**src/rtl/m3_speed_ramp_ctrl.sv**
```systemverilog
// Motor-3 run controller: turns operator pulses into step enable, direction, ramped period and power.
// All outputs registered; reversal always passes through a full ramp-down to PERIOD_MAX.
module m3_speed_ramp_ctrl #(
  parameter logic [21:0] PERIOD_MAX = 22'd2000000,
  parameter logic [21:0] PERIOD_MIN = 22'd20000,
  parameter logic [21:0] SPEED_STEP = 22'd20000,
  parameter logic [21:0] RAMP_DELTA = 22'd1000,
  parameter logic [15:0] RAMP_TICK  = 16'd50000,
  parameter logic [3:0]  POWER_INIT = 4'd8
) (
  input  logic        clkI,
  input  logic        nRstI,
  input  logic        m3startI,
  input  logic        m3forceStopI,
  input  logic        m3invRotateI,
  input  logic        m3speedINCi,
  input  logic        m3speedDECi,
  input  logic        m3powerINCi,
  input  logic        m3powerDECi,
  output logic        stepEnO,
  output logic        dirO,
  output logic [31:0] dstRoundLenO,
  output logic [3:0]  powerLvlO,
  output logic [2:0]  stateO
);
  localparam logic [2:0] IDLE    = 3'd0;
  localparam logic [2:0] RAMP_UP = 3'd1;
  localparam logic [2:0] RUN     = 3'd2;
  localparam logic [2:0] RAMP_DN = 3'd3;
  localparam logic [2:0] HALT    = 3'd4;

  logic [2:0]  state, stateD;
  logic        stepEn, stepEnD, dir, dirD, revPending, revPendingD;
  logic [21:0] period, periodD, target, targetD, goal, rampNext;
  logic [22:0] tgtUp;
  logic [3:0]  power, powerD, powerLvl;
  logic [15:0] tickCnt, tickCntD;
  logic        tick, isRamp;

  always_comb begin
    targetD = target;
    tgtUp   = {1'b0, target} + {1'b0, SPEED_STEP};
    if (m3speedINCi && !m3speedDECi) begin
      if ({1'b0, target} < ({1'b0, PERIOD_MIN} + {1'b0, SPEED_STEP})) targetD = PERIOD_MIN;
      else targetD = target - SPEED_STEP;
    end else if (m3speedDECi && !m3speedINCi) begin
      if (tgtUp > {1'b0, PERIOD_MAX}) targetD = PERIOD_MAX;
      else targetD = tgtUp[21:0];
    end
  end

  always_comb begin
    powerD = power;
    if (m3powerINCi && !m3powerDECi && power != 4'd15) powerD = power + 4'd1;
    else if (m3powerDECi && !m3powerINCi && power != 4'd0) powerD = power - 4'd1;
  end

  // One ramp step toward the goal, clamped so it never overshoots.
  always_comb begin
    goal = (state == RAMP_DN) ? PERIOD_MAX : target;
    rampNext = period;
    if (period > goal) rampNext = ((period - goal) > RAMP_DELTA) ? period - RAMP_DELTA : goal;
    else if (period < goal) rampNext = ((goal - period) > RAMP_DELTA) ? period + RAMP_DELTA : goal;
  end

  assign isRamp = (state == RAMP_UP) || (state == RUN) || (state == RAMP_DN);
  assign tick   = (tickCnt == RAMP_TICK - 16'd1);

  always_comb begin
    stateD      = state;
    stepEnD     = stepEn;
    dirD        = dir;
    revPendingD = revPending;
    periodD     = (isRamp && tick) ? rampNext : period;
    if (m3forceStopI) begin
      stateD      = HALT;
      stepEnD     = 1'b0;
      periodD     = PERIOD_MAX;
      revPendingD = 1'b0;
    end else begin
      case (state)
        IDLE: begin
          stepEnD = 1'b0;
          periodD = PERIOD_MAX;
          if (m3startI) begin
            stateD  = RAMP_UP;
            dirD    = m3invRotateI;
            stepEnD = 1'b1;
          end
        end
        RAMP_UP, RUN: begin
          if (!m3startI) stateD = RAMP_DN;
          else if (m3invRotateI != dir) begin
            stateD      = RAMP_DN;
            revPendingD = 1'b1;
          end else if (state == RAMP_UP && periodD == target) stateD = RUN;
        end
        RAMP_DN: begin
          if (periodD == PERIOD_MAX) begin
            if (revPending) begin
              dirD        = ~dir;
              revPendingD = 1'b0;
            end
            if (revPending && m3startI) stateD = RAMP_UP;
            else begin
              stateD  = IDLE;
              stepEnD = 1'b0;
            end
          end
        end
        HALT: begin
          stepEnD     = 1'b0;
          periodD     = PERIOD_MAX;
          revPendingD = 1'b0;
          if (!m3startI) stateD = IDLE;
        end
        default: begin
          stateD  = IDLE;
          stepEnD = 1'b0;
          periodD = PERIOD_MAX;
        end
      endcase
    end
    if (stateD != state || !isRamp || tick) tickCntD = 16'd0;
    else tickCntD = tickCnt + 16'd1;
  end

  always_ff @(posedge clkI) begin
    if (!nRstI) begin
      state      <= IDLE;
      stepEn     <= 1'b0;
      dir        <= 1'b0;
      period     <= PERIOD_MAX;
      target     <= PERIOD_MAX;
      power      <= POWER_INIT;
      tickCnt    <= 16'd0;
      revPending <= 1'b0;
      powerLvl   <= 4'd0;
    end else begin
      state      <= stateD;
      stepEn     <= stepEnD;
      dir        <= dirD;
      period     <= periodD;
      target     <= targetD;
      power      <= powerD;
      tickCnt    <= tickCntD;
      revPending <= revPendingD;
      powerLvl   <= stepEnD ? powerD : 4'd0;
    end
  end

  assign stepEnO      = stepEn;
  assign dirO         = dir;
  assign dstRoundLenO = {10'd0, period};
  assign powerLvlO    = powerLvl;
  assign stateO       = state;
endmodule

```
**config.mk**
```make
export PLATFORM = sky130hd
export DESIGN_NAME = m3_speed_ramp_ctrl
export DESIGN_NICKNAME = d
export VERILOG_FILES = /design/src/rtl/m3_speed_ramp_ctrl.sv
export SDC_FILE = /design/constraint.sdc
export NUM_CORES = 1
export LEC_CHECK = 0
export CAP_MARGIN = 20
export CORE_UTILIZATION = 60
export DETAILED_ROUTE_END_ITERATION = 10
export PLACE_DENSITY = 0.8
export SLEW_MARGIN = 5
export SYNTH_ARGS = -nofsm -noshare
export SYNTH_HDL_FRONTEND = slang
export SYNTH_SLANG_ARGS = --single-unit
```
**constraint.sdc**
```tcl
create_clock -name clkI -period 8.65 [get_ports clkI]
set_clock_uncertainty 0.2 [all_clocks]
set_input_delay 0.865 -clock clkI [delete_from_list [all_inputs] [get_ports clkI]]
set_output_delay 0.865 -clock clkI [all_outputs]
set_load 0.02 [all_outputs]
```
# After elaboration in Yosys (flattened, before gate mapping)
# Index checks and enable logic that the tools add are counted.
# totals
memories	0
ff_bits	74
out_inout_bits	41
mem_bits_rw	0
inputBits	9
latch_bits	0
rom_bits	0
elab_cells	108
# classes
eq_ne	15
mul	0
shifts	0
order_cmp	6
div	0
n_mux	34
bitwise	4
reduce_logical	31
addsub	9
# ops
operator	count
2-to-1 mux 22 bit	10
greater-than comparator 22 x 10 -> 1 bit (second input constant)	2
subtractor 22 bit	2
adder 22 x 15 -> 23 bit (second input constant)	1
greater-than comparator 23 x 21 -> 1 bit (second input constant)	1
adder 22 x 10 -> 22 bit (second input constant)	1
equality test 22 x 21 -> 1 bit (second input constant)	1
equality test 22 bit	1
greater-than comparator 22 bit	1
< comparator 22 x 16 -> 1 bit (second input constant)	1
< comparator 22 bit	1
subtractor 22 x 10 -> 22 bit (second input constant)	1
subtractor 22 x 15 -> 22 bit (second input constant)	1
2-to-1 mux 3 bit	7
adder 16 x 1 -> 16 bit (second input constant)	1
equality test 16 bit (second input constant)	1
one-hot mux 3 bit (4 select lines)	1
2-to-1 mux 1 bit	11
logical AND 1 bit	9
2-to-1 mux 4 bit	2
inequality test 2 bit (second input constant)	4
equality test 3 x 2 -> 1 bit (second input constant)	2
one-hot mux 1 bit (3 select lines)	2
OR reduction 2 bit	3
other kinds (20)	32

# Longest topological paths before layout
# Gate-level depths: netlist (run 1).
# depth
ltp_word	19
ltp_mapped	26
mapped_depth_nobuf	19

# Least setup slack after synthesis (run 1)
# Ideal clock, no wire load.
# synth_timing
path_type	register to register
start	register state[1], in the netlist stateO[1]
end	register tickCnt[14]
arrival_ns	5.860
t_required_ns	8.323
path_slack_ns	2.463
synth_period_minus_slack_ns	6.187
stages_incl_launch_ff	24
cell_sequence	dfxtp_1 clkbuf_1 nand2_1 or2_2 clkbuf_1 nand2_1 inv_1 ha_1 buf_4 a21oi_1 o21a_1 mux2_1 a311o_1 or4b_1 and4_4 and4_4 a22oi_1 nor3_1 a2111oi_1 xor2_1 or4_4 nor4_4 buf_6 nor3_2
# synth_via
elab_chain_cells	19
elab_cells_between_ends	37
# synth_lines
element	line	rtl
from (decl)	32	logic [2:0] state, stateD;
from (signal assigned)	140	state <= stateD;
equality test 3 x 2 -> 1 bit	60, 66, 81	
2-to-1 mux 22 bit	60	goal = (state == RAMP_DN) ? PERIOD_MAX : target;
subtractor 22 bit	63	else if (period < goal) rampNext = ((goal - period) > RAMP_DELTA) ? period + RAMP_DELTA : goal;
greater-than comparator 22 x 10 -> 1 bit	63	
2-to-1 mux 22 bit (2 in series)	63	
2-to-1 mux 22 bit	62	if (period > goal) rampNext = ((period - goal) > RAMP_DELTA) ? period - RAMP_DELTA : goal;
2-to-1 mux 22 bit	74	periodD = (isRamp && tick) ? rampNext : period;
equality test 22 bit	96	end else if (state == RAMP_UP && periodD == target) stateD = RUN;
logical AND 1 bit	96	
2-to-1 mux 3 bit	96	
2-to-1 mux 3 bit	93	else if (m3invRotateI != dir) begin
2-to-1 mux 3 bit	92	if (!m3startI) stateD = RAMP_DN;
one-hot mux 3 bit (4 select lines)	81	case (state)
2-to-1 mux 3 bit	75	if (m3forceStopI) begin
inequality test 3 bit	124	if (stateD != state || !isRamp || tick) tickCntD = 16'd0;
logical OR 1 bit (*) (2 in series)	124	
OR reduction 2 bit (no source line) (*)	--	
to (signal assigned)	146	tickCnt <= tickCntD;
to (decl)	37	logic [15:0] tickCnt, tickCntD;
# Every way passes the cells marked *; elsewhere a longest branch is shown, timed or not.
# A chain may end at the register's enable or synchronous reset.

# Final worst setup path (run 1)
# layout_timing
start	register state[0], in the netlist stateO[0]
end	register tickCnt[12]
# Same word-level chain as after synthesis.

==> results of run 1 <==
-- cells by family (layout without fill, tap and decap cells) --
kind of cell / Yosys count / count (layout)
compound gates: 386 / 386
fa+ha+maj: 52 / 52
flops: 69 / 69
mux: 21 / 21
other cells: 2 / 21
simple gates: 501 / 501
xor+xnor: 47 / 47
buf+inv: 153 / 128
-- report_power, final --
group / leakage [nW] / switching [mW] / total, mW / internal (mW)
sequential: 0.560 / 0.0369 / 0.369 / 0.332
clock: 0.147 / 0.158 / 0.386 / 0.227
combinational: 2.95 / 0.417 / 0.642 / 0.225
-- worst max path at each step --
stage,from,end
after global routing,stateO[0]$_SDFF_PN0_,tickCnt[9]$_SDFF_PP0_
after global placement,stateO[0]$_SDFF_PN0_,tickCnt[11]$_SDFF_PP0_
final,stateO[0]$_SDFF_PN0_,tickCnt[12]$_SDFF_PP0_
after CTS,stateO[0]$_SDFF_PN0_,tickCnt[1]$_SDFF_PP0_
after floorplan,stateO[1]$_SDFF_PN0_,tickCnt[14]$_SDFF_PP0_
after detailed placement,stateO[0]$_SDFF_PN0_,tickCnt[12]$_SDFF_PP0_
-- metal layers --
metal / vias to the layer above / track usage, % / wire length [um]
met5: - / 0 / 0
met4: 0 / 25.9 / 1880
met3: 160 / 7.44 / 2700
met2: 594 / 63.4 / 13000
met1: 4472 / 48.9 / 11800
li1: 4517 / - / -
-- metrics by stage --
| step | worst slack, ns | hold WS (ns) | area [sq um] | std cells | util, % |
|---|---|---|---|---|---|
| 6_report | 0.803 | 0.277 | 9250 | 1405 | 66.4 |
| 4_1_cts | 1.06 | 0.276 | 9240 | 1404 | 66.3 |
| 3_5_place_dp | 1.15 | 0.263 | 8930 | 1388 | 64.1 |
| 3_3_place_gp | 1.34 | 0.257 | 8930 | 1388 | 64.1 |
| 2_1_floorplan | 2.46 | 0.232 | 8670 | 1250 | - |
| 5_1_grt | 0.393 | 0.282 | 9250 | 1405 | 66.4 |
-- final cells by class --
type,instances,area [sq um]
multi-input combinational,1028,6630
sequential,69,1380
clock inverter,7,81.3
tap,180,225
clock buffer,9,225
inverter,62,233
timing repair buffer,50,477
fill,1303,4680
-- cell usage in the layout (no fill, tap or decap), types with 23 or more instances in the layout --
cell             netlist  layout
nand3_1               42      42
nor2_1               100     100
and3_1                23      23
clkdlybuf4s50_1        0      39
nand4_1               26      26
xnor2_1               27      27
nand2_1              121     121
ha_1                  51      51
inv_1                 62      62
dfxtp_1               69      69
a211oi_1              23      23
a21oi_1               97      97
o21ai_0               82      81
nor3_1                43      42
-- worst register-to-register path, cell delays in order (launching register included) --
cell,delay [ns]
dfxtp_1,0.51
nand2_1,0.19
or2_2,0.49
nand2_1,0.24
inv_1,0.07
ha_1,0.62
and2_1,0.24
and3_1,0.27
a21boi_0,0.40
o211ai_1,0.17
mux2_2,0.25
nand4_1,0.28
nor4_4,0.98
a21oi_1,0.38
a211oi_1,0.58
nand4_1,0.23
nor4_1,0.29
nand4_1,0.34
o21ai_2,0.83
nor3_1,0.14
-- sequential cells by signal (all words and copies together) (netlist names) --
signal,cells
period,22
target,17
tickCnt,16
powerLvlO,4
power,4
stateO,3
dirO,1
revPending,1
stepEnO,1
==> results.tsv, run 1 <==
metric	value	unit
status	finished clean	
p_total	1.40	mW
antenna_left	0	
antenna_found_initial	0	
netlist_instances	1231	
power_density	151	nW/um^2
cts.sinks	69	
clk_path_buf_depth	2	
synthTopCellsByArea	dfxtp_1, ha_1, a21oi_1, nand2_1, o21ai_0	
reg2reg_setup_slack	0.80	ns
drc	0	
path_buf_inv	1	
crit_required	8.64	ns
grt_max_degree	39	
wl	29400	um
synth_top_family_by_area	simple AND/OR/NAND/NOR gates	
die_h	122	um
grt_usage	39.8	%
yosysMostFrequentCell	nand2_1	
grt_pass1_vias	8807	
slew_headroom	32.1	%
worstPathMaxFanout	18	
io_pins	50	
crit_chain	nand2_1 > or2_2 > nand2_1 > inv_1 > ha_1 > and2_1 > and3_1 > a21boi_0 > o211ai_1 > mux2_2 > nand4_1 > nor4_4 > a21oi_1 > a211oi_1 > nand4_1 > nor4_1 > nand4_1 > o21ai_2 > nor3_1	
muxShareOfSynthArea	2.59	%
hold_violations	0	
wire_per_inst	20.9	um
synth_top_cell_by_area	dfxtp_1	
core_region_area	13900	sq um
vias	9743	
ctsHoldBuffers	0	
layout-drive-gt1-share	6.78	%
clk_latency	0.34	ns
cp-start-kind	register	
reg2regPathDepth	19	
diodes	0	
critPathMaxStageDelay	0.98	ns
cts_resized	0	
gp_congestion	1.10	
end_kind	register	
viasPerCell	6.93	
synth_simple_gate_area_share	30.8	%
min_delay_worst_endpoint	tickCnt[0]$_SDFF_PP0_	
ys_async_sr_fraction	0	%
numCtsBuffers	9	
crit_top_cell	nand4_1	
post_cts_buffers	0	
rsz0062_at_grt	no	
maxCapViolCount	0	
postSynthAreaPerCell	6.99	sq um
start_util	61.7	%
port_buffers	39	
critical_path_class	reg2reg	
min_path_cells	1	
grt_pass1_wl	46100	um
arrival	7.84	ns
dieArea	14800	sq um
crit_family	simple AND/OR/NAND/NOR gates	
cp_slowest_cell	nor4_4	
cellLeakagePower	3.66	nW
overflow	0	
synth_edf_count	0	
dp_hpwl	22000	um
max_freq	0.127	GHz
crit_cells	19	
die_x	122	um
r2r_end	tickCnt[12]$_SDFF_PP0_	
finalCritPeriodShare	90.7	%
ys.flop_type	dfxtp_1	
fin_crit	7.85	ns
synth.distinct_cells	93	
r2r_start	stateO[0]$_SDFF_PN0_	
hold_class	reg2reg	
synth-adder-area-share	7.65	%
synth_top_cell_area_share	16.1	%
fin_nets	1281	
ys_warn_count	0	
dr.first_iter.drc_count	1169	
htree_levels	3	
ys_seq_area_share	16.1	%
areaGrowthSynthToFinish	7.56	%
rows	43	
finalSetupViolCount	0	
synth_compound_area_share	30.3	%
clock-root-buffer	clkbuf_16	
irDropWorstVdd	132	uV
clk_pin_slew_worst_paths	0.06	ns
tightest_slew	1.01	ns
drv_slew	0	
synth_area	8600	sq um
synth_xor_area_share	4.79	%
ys_top_cells_by_count	nand2_1, nor2_1, a21oi_1	
dr.pass1.iters	8	
hold_start	tickCnt[0]$_SDFF_PP0_	
cts_tree	yes	
ys_ff_latch	69	
tns	0	ns
No activity file was read; power rests on OpenSTA's default activity.
==> inputs of run 2 (changes only) <==
--- a/config.mk
+++ b/config.mk
@@ -6,9 +6,9 @@
 export NUM_CORES = 1
 export LEC_CHECK = 0
 export CAP_MARGIN = 20
-export CORE_UTILIZATION = 60
+export CORE_UTILIZATION = 40
 export DETAILED_ROUTE_END_ITERATION = 10
-export PLACE_DENSITY = 0.8
+export PLACE_DENSITY = 0.53
 export SLEW_MARGIN = 5
 export SYNTH_ARGS = -nofsm -noshare
 export SYNTH_HDL_FRONTEND = slang
==> run 2 against run 1 <==
Critical path depth up 1. Sequential share of layout area down 0.22 points. Power up 1.0%. Combinational power up 1%. Clock power up 3%. Die area up 49%. Core utilization down 22 points. Flip-flop and latch count unchanged. Wire length up 5.9%. Via count down 2.6%.
==> results.tsv, run 2 (synthesis results as in run 1) <==
metric	value	unit	change
r2r_start	stateO[0]$_SDFF_PN0_		
htree_levels	3		unchanged
critical_path_class	reg2reg		
finalCritPeriodShare	88.2	%	-2.5 points
antenna_found_initial	0		unchanged
layout_commonest_cell	nand2_1		
finalSetupViolCount	0		unchanged
drv_slew	0		unchanged
hold_class	reg2reg		
crit_family	simple AND/OR/NAND/NOR gates		
grt_usage	28.4	%	-11 points
grt_pass1_vias	8698		-1.2%
wire_per_inst	20.8	um	-0.83%
reg2regPathDepth	20		+1
dpl_cell_area	9080	sq um	+1.6%
reg.largest.list	period: 22 flops, target: 17 flops, tickCnt: 16 flops		
arrival	7.65	ns	-0.19 ns
vias	9486		-2.6%
cts_tree	yes		
reg2reg_setup_slack	1.02	ns	+0.22 ns
layout-drive-gt1-share	6.77	%	about the same
numCtsBuffers	9		unchanged
clock-root-buffer	clkbuf_16		
ctsHoldBuffers	0		unchanged
cts.sinks	69		unchanged
post_cts_buffers	0		unchanged
areaGrowthSynthToFinish	9.18	%	
layout_common_cells	nand2_1, nor2_1, a21oi_1		
crit_chain	nand2_1 > or2_2 > nand2_1 > inv_1 > ha_1 > a21oi_1 > o21ai_0 > xor2_1 > o221ai_1 > or4b_1 > and4_4 > and4_4 > a22oi_1 > nor3_1 > a2111oi_1 > xor2_1 > or4_4 > nor4_4 > buf_4 > nor3_2		
crit_end	tickCnt[6]$_SDFF_PP0_		
drc	0		unchanged
slew_headroom	27.4	%	-4.7 points
dp_slack	1.12	ns	-0.0287 ns
cellLeakagePower	3.68	nW	+0.44%
die_h	149	um	+22%
crit_required	8.67	ns	+0.03 ns
grt_max_degree	39		unchanged
maxCapViolCount	0		unchanged
start_util	40.9	%	-21 points
diodes	0		unchanged
fill_cells	2187		+68%
dr.first_iter.drc_count	882		-25%
worstPathMaxFanout	20		+2
max_freq	0.131	GHz	+2.9%
tightest_slew	1.08	ns	+0.0685 ns
cts_resized	0		unchanged
hold_violations	0		unchanged
dr.pass1.iters	8		unchanged
critPathLaunch	stateO[0]$_SDFF_PN0_		
clk_path_buf_depth	2		unchanged
dp_cells	1486		+7.1%
power_density	150	nW/um^2	-0.49%
end_kind	register		
core_region_area	21000	sq um	+51%
rows	53		+23%
viasPerCell	6.32		-8.9%
fin_crit	7.63	ns	-0.218 ns
irDropWorstVdd	93.8	uV	-29%
design_area	9390	sq um	+1.5%
status	finished clean		
crit_cells	20		+1
critPathMaxStageDelay	0.69	ns	-0.29 ns
r2r_end	tickCnt[6]$_SDFF_PP0_		
dieArea	22100	sq um	+49%
largest_register_ffs	22		unchanged
dp_hpwl	23800	um	+8.1%
finalNonFillerCells	1501		+6.8%
clk_latency	0.33	ns	about the same
grt_pass1_wl	49400	um	+7.1%
overflow	0		unchanged
tns	0	ns	unchanged
fin_nets	1283		+0.16%
rsz0062_at_grt	no		
gp_congestion	0.941		-15%
clk_pin_slew_worst_paths	0.06	ns	about the same
die_x	149	um	+22%
fin_ws	1.02	ns	+0.218 ns
wl	31200	um	+5.9%
port_buffers	39		unchanged
top_register	period		
cp-start-kind	register		
io_pins	50		unchanged
cp_slowest_cell	a2111oi_1		
antenna_left	0		unchanged
path_buf_inv	2		+1
run 2: cell types whose count changed in the layout (fill, tap and decap cells not counted), sizes merged:
| cell | change |
|---|---|
| buf | +2 |
| bufinv | +1 |
| clkbuf | +1 |
| clkinv | +1 |
| clkinvlp | -1 |
| inv | -3 |
run 2: power breakdown:
group / internal [mW] / switching, mW
Clock: 0.252 / 0.145
Combinational: 0.227 / 0.423
Sequential: 0.332 / 0.0309
Total: 0.811 / 0.599
run 2: worst min-delay path by stage:
stage,startpoint,endpoint,cells past startpoint
6_report,tickCnt[0]$_SDFF_PP0_,tickCnt[0]$_SDFF_PP0_,1
5_1_grt,tickCnt[0]$_SDFF_PP0_,tickCnt[0]$_SDFF_PP0_,1
4_1_cts,tickCnt[0]$_SDFF_PP0_,tickCnt[0]$_SDFF_PP0_,1
3_5_place_dp,tickCnt[0]$_SDFF_PP0_,tickCnt[0]$_SDFF_PP0_,1
3_3_place_gp,tickCnt[0]$_SDFF_PP0_,tickCnt[0]$_SDFF_PP0_,1
2_1_floorplan,tickCnt[0]$_SDFF_PP0_,tickCnt[0]$_SDFF_PP0_,1
run 2: layer usage:
layer	vias up	part of all wire [%]	GRT usage, %	wire length [um]
met5	-	0	0	0
met4	0	4.4	13.0	1370
met3	95	6.5	2.82	2040
met2	464	45	45.9	14200
met1	4419	44	38.0	13600
li1	4508	-	-	-
run 2: cell type report:
cell class / instances / area, sq um / share of cell area, %
Multi-Input combinational cell: 1028 / 6630 / 70.6
Clock buffer: 10 / 229 / 2.44
Sequential cell: 69 / 1380 / 14.7
Clock inverter: 5 / 86.3 / 0.919
Timing Repair Buffer: 52 / 488 / 5.20
Inverter: 62 / 233 / 2.48
Tap cell: 275 / 344 / 3.66
run 2: stage by stage:
stage	hold slack (ns)	total power [mW]	utilization [%]
final	0.272	1.41	44.7
after global routing	0.283	1.50	44.7
after CTS	0.273	1.41	44.7
after detailed placement	0.260	1.00	43.2
after global placement	0.258	1.01	43.2
after floorplan	0.232	0.837	-
run 2: worst register-to-register path: stages (launching register included):
cell and delay (ns):
dfxtp_1 0.51, nand2_1 0.19, or2_2 0.47, nand2_1 0.18
inv_1 0.13, ha_1 0.66, a21oi_1 0.24, o21ai_0 0.52
xor2_1 0.20, o221ai_1 0.12, or4b_1 0.62, and4_4 0.22
and4_4 0.27, a22oi_1 0.55, nor3_1 0.09, a2111oi_1 0.69
xor2_1 0.14, or4_4 0.58, nor4_4 0.58, buf_4 0.30
nor3_2 0.06
==> inputs of run 3 (changes only) <==
--- a/config.mk
+++ b/config.mk
@@ -5,7 +5,7 @@
 export SDC_FILE = /design/constraint.sdc
 export NUM_CORES = 1
 export LEC_CHECK = 0
-export CAP_MARGIN = 20
+export CAP_MARGIN = 40
 export CORE_UTILIZATION = 40
 export DETAILED_ROUTE_END_ITERATION = 10
 export PLACE_DENSITY = 0.53
==> run 3 against run 2 <==
Core utilization up 0.18 points. Power up 0.37%. Flip-flop and latch count unchanged. Wire length up 0.24%. Global-route usage about the same. Critical endpoint is now tickCnt[7]$_SDFF_PP0_. Highest routed layer unchanged.
==> results.tsv, run 3 (synthesis results as in run 1) <==
metric	value	unit	change
min_path_cells	1		unchanged
grt_pass1_vias	8796		+1.1%
irDropWorstVdd	99.7	uV	+6.3%
r2r_end	tickCnt[7]$_SDFF_PP0_		
clock-root-buffer	clkbuf_16		
vias	9404		-0.86%
grt_pass1_wl	49200	um	-0.42%
dr.pass1.iters	5		-3
numCtsBuffers	9		unchanged
layout-drive-gt1-share	6.99	%	+0.22 points
reg2regPathDepth	20		unchanged
rsz0062_at_grt	no		
htree_levels	3		unchanged
areaGrowthSynthToFinish	9.61	%	
worstPathMaxFanout	20		unchanged
antenna_found_initial	0		unchanged
cts_resized	0		unchanged
overflow	0		unchanged
finalCritPeriodShare	89.2	%	+1.0 points
clk_latency	0.34	ns	about the same
maxCapViolCount	0		unchanged
top_register	period		
end_kind	register		
grt_max_degree	39		unchanged
drc	0		unchanged
crit_required	8.67	ns	about the same
max_freq	0.130	GHz	-1.2%
wire_per_inst	20.8	um	about the same
hold_start	tickCnt[0]$_SDFF_PP0_		
fill_cells	2178		-0.41%
r2r_start	stateO[1]$_SDFF_PN0_		
clk_path_buf_depth	2		unchanged
layout_commonest_cell	nand2_1		
fin_crit	7.72	ns	+0.0894 ns
min_delay_worst_endpoint	tickCnt[0]$_SDFF_PP0_		
cts_tree	yes		
diodes	0		unchanged
fin_nets	1286		+0.23%
p_total	1.42	mW	+0.37%
dp_hpwl	23900	um	+0.37%
dr.first_iter.drc_count	731		-17%
hold_class	reg2reg		
arrival	7.74	ns	+0.09 ns
die_h	149	um	unchanged
tightest_slew	0.843	ns	-0.236 ns
topRoutingLayerUsed	met4		
layout_common_cells	nand2_1, nor2_1, a21oi_1		
reg.largest.list	period: 22 flops, target: 17 flops, tickCnt: 16 flops		
finalSetupViolCount	0		unchanged
port_buffers	39		unchanged
dpl_cell_area	9110	sq um	+0.39%
clk_pin_slew_worst_paths	0.06	ns	about the same
slew_headroom	43.8	%	+16 points
grt_usage	28.4	%	about the same
tns	0	ns	unchanged
cellLeakagePower	3.69	nW	+0.36%
hold_violations	0		unchanged
wl	31200	um	+0.24%
power_density	150	nW/um^2	about the same
design_area	9430	sq um	+0.40%
ctsHoldBuffers	0		unchanged
drv_slew	0		unchanged
io_pins	50		unchanged
status	finished clean		
dieArea	22100	sq um	unchanged
cts.sinks	69		unchanged
start_util	40.9	%	unchanged
gp_congestion	0.941		unchanged
met2_wirelength	14100	um	-0.40%
rows	53		unchanged
largest_register_ffs	22		unchanged
critical_path_class	reg2reg		
routedLengthMet1	13600	um	+0.34%
die_x	149	um	unchanged
cp-start-kind	register		
antenna_left	0		unchanged
wl_met3	2000	um	-2.1%
reg2reg_setup_slack	0.93	ns	-0.09 ns
post_cts_buffers	0		unchanged
core_region_area	21000	sq um	unchanged
viasPerCell	6.25		-1.1%
[run 3: cell count changes in the layout (fill, tap and decap cells not counted)]
cell	change
clkdlybuf4s18_2	+2
buf_8	+1
clkbuf_1	+1
clkinv_4	-1
clkinvlp_4	+1
[run 3: per-layer routing]
metal	GRT usage, %	up-vias
li1	-	4513
met1	37.2	4369
met2	45.9	431
met3	3.34	91
met4	14.4	0
met5	0	-
[run 3: power breakdown]
group	leakage, nW	internal [mW]	switching (mW)
clock network	0.150	0.254	0.145
registers	0.560	0.332	0.0307
logic	2.98	0.228	0.426
[run 3: worst max-delay path by stage]
stage,from,to,slack (ns),cells past startpoint
after floorplan,stateO[1]$_SDFF_PN0_,tickCnt[14]$_SDFF_PP0_,2.46,23
after global placement,stateO[0]$_SDFF_PN0_,tickCnt[14]$_SDFF_PP0_,1.23,20
after detailed placement,stateO[0]$_SDFF_PN0_,tickCnt[15]$_SDFF_PP0_,1.11,20
after CTS,stateO[0]$_SDFF_PN0_,tickCnt[7]$_SDFF_PP0_,1.08,20
after global routing,stateO[1]$_SDFF_PN0_,tickCnt[15]$_SDFF_PP0_,0.55,20
final,stateO[1]$_SDFF_PN0_,tickCnt[7]$_SDFF_PP0_,0.93,20
[run 3: worst max-delay path: stages, from the launching register on]
cell	delay [ns]
dfxtp_1	0.51
nand2_1	0.19
or2_2	0.48
nand2_1	0.19
inv_1	0.13
ha_1	0.66
a21oi_1	0.24
o21ai_0	0.53
xor2_1	0.20
o221ai_1	0.12
or4b_1	0.63
and4_4	0.22
and4_4	0.27
a22oi_1	0.54
nor3_1	0.09
a2111oi_1	0.70
xor2_1	0.14
or4_4	0.58
nor4_4	0.60
buf_4	0.30
nor3_2	0.06
[run 3: area by class of cell]
| class | instances | area, sq um | area share [%] |
|---|---|---|---|
| Multi-Input combinational cell | 1028 | 6630 | 70.3 |
| Inverter | 62 | 233 | 2.47 |
| Sequential cell | 69 | 1380 | 14.6 |
| Clock buffer | 11 | 233 | 2.47 |
| Timing Repair Buffer | 55 | 523 | 5.55 |
| Tap cell | 275 | 344 | 3.65 |
| Clock inverter | 5 | 85.1 | 0.902 |
[run 3: per-stage QoR]
step           std cells  utilization, %  worst slack (ns)  hold WS (ns)
6_report            1505            44.9             0.932         0.274
4_1_cts             1505            44.9              1.08         0.272
3_5_place_dp        1489            43.3              1.11         0.260
2_1_floorplan       1250               -              2.46         0.232
3_3_place_gp        1486            43.2              1.23         0.258
5_1_grt             1505            44.9             0.546         0.282
